===== config.mk =====
export PLATFORM = sky130hd
export DESIGN_NAME = mod_updown_counter
export DESIGN_NICKNAME = d
export VERILOG_FILES = /design/src/rtl/mod_updown_counter.sv
export SDC_FILE = /design/constraint.sdc
export NUM_CORES = 1
export LEC_CHECK = 0
export CAP_MARGIN = 20
export CORE_AREA = 2 2 39 41
export DETAILED_ROUTE_END_ITERATION = 8
export DIE_AREA = 0 0 41 43
export MAX_ROUTING_LAYER = met4
export PLACE_DENSITY = 0.69
export SYNTH_ARGS = -nofsm -noshare
export SYNTH_HDL_FRONTEND = slang
export SYNTH_SLANG_ARGS = --single-unit

===== constraint.sdc =====
create_clock -name clk -period 5.6 [get_ports clk]
set_input_delay 1.12 -clock clk [delete_from_list [all_inputs] [get_ports clk]]
set_output_delay 1.12 -clock clk [all_outputs]
set_load 0.05 [all_outputs]

===== src/rtl/mod_updown_counter.sv =====
`default_nettype none
// ============================================================================
// Module   : mod_updown_counter
// Brief    : Modulo up/down counter with enable prescaler, parallel load,
//            wrap/saturate mode, registered terminal-count and sticky overflow.
// Revision : 1.0 - initial release
// ============================================================================
module mod_updown_counter #(
  parameter int WIDTH     = 4,
  parameter int MODULUS   = 16,
  parameter int PRESCALE  = 1,
  parameter int RESET_VAL = 0
) (
  input  logic             clk,
  input  logic             rst,
  input  logic             en,
  input  logic             up_dn,
  input  logic             sat_mode,
  input  logic             load,
  input  logic [WIDTH-1:0] load_val,
  input  logic             clr_ovf,
  output logic [WIDTH-1:0] count,
  output logic             tc,
  output logic             ovf,
  output logic             at_max,
  output logic             at_zero
);

  // MODULUS-1 keeps the compare inside WIDTH bits even when MODULUS == 2**WIDTH.
  localparam logic [WIDTH-1:0] c_max   = WIDTH'(MODULUS - 1);
  localparam logic [WIDTH-1:0] c_reset = WIDTH'(RESET_VAL);

  logic             w_tick;
  logic             w_boundary;
  logic [WIDTH-1:0] w_next;
  logic [WIDTH-1:0] w_load_clamped;

  generate
    if (PRESCALE > 1) begin : g_psc
      localparam int PSC_W = $clog2(PRESCALE);
      localparam logic [PSC_W-1:0] c_psc_last = PSC_W'(PRESCALE - 1);
      logic [PSC_W-1:0] r_psc;

      assign w_tick = en && (r_psc == c_psc_last);

      always_ff @(posedge clk or posedge rst) begin
        if (rst) begin
          r_psc <= '0;
        end else if (load || w_tick) begin
          r_psc <= '0;
        end else if (en) begin
          r_psc <= r_psc + 1'b1;
        end
      end
    end else begin : g_no_psc
      assign w_tick = en;
    end
  endgenerate

  assign at_max  = (count == c_max);
  assign at_zero = (count == '0);

  assign w_load_clamped = (load_val > c_max) ? c_max : load_val;

  always_comb begin
    w_boundary = 1'b0;
    w_next     = count;
    if (up_dn) begin
      if (at_max) begin
        w_boundary = 1'b1;
        w_next     = sat_mode ? c_max : '0;
      end else begin
        w_next = count + 1'b1;
      end
    end else begin
      if (at_zero) begin
        w_boundary = 1'b1;
        w_next     = sat_mode ? '0 : c_max;
      end else begin
        w_next = count - 1'b1;
      end
    end
  end

  always_ff @(posedge clk or posedge rst) begin
    if (rst) begin
      count <= c_reset;
      tc    <= 1'b0;
    end else if (load) begin
      count <= w_load_clamped;
      tc    <= 1'b0;
    end else if (w_tick) begin
      count <= w_next;
      tc    <= w_boundary;
    end else begin
      tc    <= 1'b0;
    end
  end

  // A boundary event outranks a simultaneous clear; load suppresses the event.
  always_ff @(posedge clk or posedge rst) begin
    if (rst) begin
      ovf <= 1'b0;
    end else if (!load && w_tick && w_boundary) begin
      ovf <= 1'b1;
    end else if (clr_ovf) begin
      ovf <= 1'b0;
    end
  end

endmodule
`default_nettype wire


==> impl_metrics.csv <==
group,metric,value,unit
outcome,outcome,"finished, final reports clean",
global_routing,grt_max_degree,14,
critical_path,crit_slowest_cell,"clkdlybuf4s50_1",
floorplan,die-height,43,um
drt,drc_errors,0,
power_and_ir_drop,vdd_drop_max,0.136,mV
timing,hold_violations,0,
timing,worst_slew_margin_rel,66.3,%
placement,finalWeightedCongestion,0.832,
timing,finalSetupViolations,0,
clocking,clkSlewWorstSetupHoldPaths,0.04,ns
flow_run,timing.max_cap.violations,0,
placement,detailed_place_hpwl,803,um
clocking,cts_repair_resize_count,0,
layout,areaGrowthSynthToFinish,39.2,%
floorplan,floorplan.die.width,41,um
drt,wirelength,1080,um
timing,unrepaired_setup_endpoints_after_global_routing,"no",
logic_synthesis,synth_edf_count,0,
clocking,cts_hold_repair.buffers,0,
power_and_ir_drop,p_sw_share,37.0,%
layout,postLayoutCoreUtil,49.1,%
clocking,numCtsBuffers,3,
timing,timing.clock.skew,0.00129,ns
logic_synthesis,yosysWarnings,0,
clocking,setup_repair_bufs_after_cts,0,
placement,dp_worst_setup_slack,2.60,ns
critical_path,worstSetupPathType,"register to output port",
timing,fin_crit_sh,56.8,%
critical_path,crit_path_max_incr_delay,0.84,ns
global_routing,global_route_wire_length_before_repair,1710,um
logic_synthesis,synth_flop_cell,"dfrtp_1",
drt,post_drt_wl_per_cell,12.1,um
power_and_ir_drop,combPwrFrac,39.9,%
timing,period_needed,3.18,ns
floorplan,fp.coreArea,1380,sq um
timing,setup_tns,0,ns
logic_synthesis,post_synth_instance_area,488,sq um
critical_path,crit_path_start_kind,"register",
clocking,cts_tree,"yes",
clocking,clock-root-buffer,"clkbuf_4",
layout,antenna_cells,0,
critical_path,cp_num_buf_inv,2,
critical_path,timing.critical_path.fanout_max,8,
drt,drt_pre_antenna_iters,2,
timing,holdWs,0.481,ns
critical_path,timing.critical_path.max_delay_family,"buffers and inverters",
critical_path,worst_ep_arrival_time,2.06,ns
timing,final-max-slew-violation-count,0,
floorplan,start_util,35.3,%
global_routing,grt_remaining_overflow,0,
drt,via_count,474,
logic_synthesis,asyncSetResetFlopFracSynth,100,%
timing,setup_ws,2.42,ns
power_and_ir_drop,pwr-share-clk,24.5,%
global_routing,grt_antenna_before_repair,0,
logic_synthesis,post_synth_inst_count,57,
drt,drt-vias-per-instance,5.33,
power_and_ir_drop,p_switching,0.0588,mW
global_routing,grtUsageTotal,14.7,%
clocking,cts.htree.levels,1,
floorplan,io_pins,19,
power_and_ir_drop,power.sequential.fraction,35.6,%
clocking,cts.sinks,6,
clocking,max-clock-path-buffers,2,
logic_synthesis,synth-seq-area-share,30.8,%
clocking,clkLatencyLatePin,0.24,ns
critical_path,path_cells,"inv_1 -> ha_1 -> nor3b_1 -> clkdlybuf4s50_1",
power_and_ir_drop,cell_leakage_power,0.302,nW
layout,final_layout_size_suffix_gt1_share,8.22,%
timing,timing.fmax,0.315,GHz
power_and_ir_drop,power_per_cell_area,234,nW/um^2
floorplan,fp.dieArea,1760,sq um
logic_synthesis,yosys_register_bits,6,
drt,antenna_left,0,
logic_synthesis,syn_nets,70,
drt,drt_first_iter_violations,1,
floorplan,num_rows,14,
placement,port-buffer-count,18,
critical_path,kind_of_end_point_of_the_critical_path,"output port",
layout,nets,88,
worst_hold_path,hold_path.class,"register to register",
timing,worst_pin_slew,0.503,ns
critical_path,critPathRequiredTime,4.48,ns
power_and_ir_drop,internal_power,0.100,mW
global_routing,first_global_vias,380,
logic_synthesis,postSynthAreaPerCell,8.56,sq um
logic_synthesis,synth_cell_types,31,
-- through the flow --
stage | std cells | total power, mW | area [sq um]
floorplan | 57 | 0.101 | 488
global placement | 86 | 0.120 | 657
detailed placement | 86 | 0.120 | 657
CTS | 89 | 0.161 | 679
global route | 89 | 0.169 | 679
finish | 89 | 0.159 | 679
-- synthesized netlist by cell type, types with 2 or more instances --
master,number,area share (%)
nand2_1,4,3.1
inv_1,4,3.1
nand2b_1,2,2.6
nor2_1,5,3.8
a21oi_1,4,4.1
nor3b_1,4,6.2
nor3_1,2,2.1
ha_1,2,5.1
a22o_1,2,3.6
clkbuf_1,2,1.5
dfrtp_1,6,31
-- layer usage --
| layer | track usage (%) | wire length (um) |
|---|---|---|
| met5 | - | 0 |
| met4 | 2.00 | 0 |
| met3 | 6.28 | 41 |
| met2 | 20.6 | 491 |
| met1 | 19.9 | 545 |
-- power by group through the flow --
stage	sequential [mW]	clock [mW]	combinational [mW]
6_report	0.0566	0.0389	0.0634
2_1_floorplan	0.0664	0	0.0346
3_5_place_dp	0.0571	0	0.0633
3_3_place_gp	0.0567	0	0.0633
5_1_grt	0.0576	0.0436	0.0680
4_1_cts	0.0563	0.0410	0.0637
-- placed cells by master (no fill, tap or decap), types with 2 or more instances in the layout --
cell	instances
nor2_1	5
nor3_1	2
ha_1	2
a21oi_1	4
nand2b_1	2
inv_1	4
dfrtp_1	6
a22o_1	2
nand2_1	4
clkdlybuf4s50_1	18
clkbuf_4	3
nor3b_1	4
-- flip-flops by register name (all words and copies together) (netlist names) --
signal and cells:
ovf 1, count 4, tc 1
-- cell type report --
| cell class | count | area (sq um) |
|---|---|---|
| fillers | 136 | 704 |
| multi-input cells | 42 | 292 |
| inverters | 4 | 15.0 |
| clock buffers | 3 | 22.5 |
| repair buffers | 18 | 180 |
| well taps | 16 | 20.0 |
| flip-flops and latches | 6 | 150 |
-- kinds of logic (layout without fill, tap and decap cells) --
logic type      after synthesis  after routing  synth area share (%)
buf+inv                       9             25                  9.49
flops                         6              6                  30.8
fa+ha+maj                     2              2                  5.13
compound gates               16             16                  23.6
mux                           2              2                  5.13
simple gates                 22             22                  25.9
-- path summary, 6_finish.rpt --
kind / start / end / slack (ns) / cells after the start
worst max-delay path: count[0]$_DFFE_PP0P_ / at_zero / 2.42 / 4
worst min-delay path: ovf$_DFFE_PP0P_ / ovf$_DFFE_PP0P_ / 0.48 / 1
worst max register to register: count[0]$_DFFE_PP0P_ / count[3]$_DFFE_PP0P_ / 3.62 / 6
worst min register to register: ovf$_DFFE_PP0P_ / ovf$_DFFE_PP0P_ / 0.48 / 1
max in group asynchronous: rst / count[0]$_DFFE_PP0P_ / 4.31 / 2
min in group asynchronous: rst / tc$_DFF_PP0_ / 1.10 / 2
-- worst register-to-register path, cell delays in order (launching register included) --
cell and delay [ns]:
dfrtp_1 0.44, inv_1 0.09, ha_1 0.20, or4b_4 0.49, mux2_4 0.31, a311oi_1 0.27, a211o_1 0.12
(Power assumes the default switching activity.)
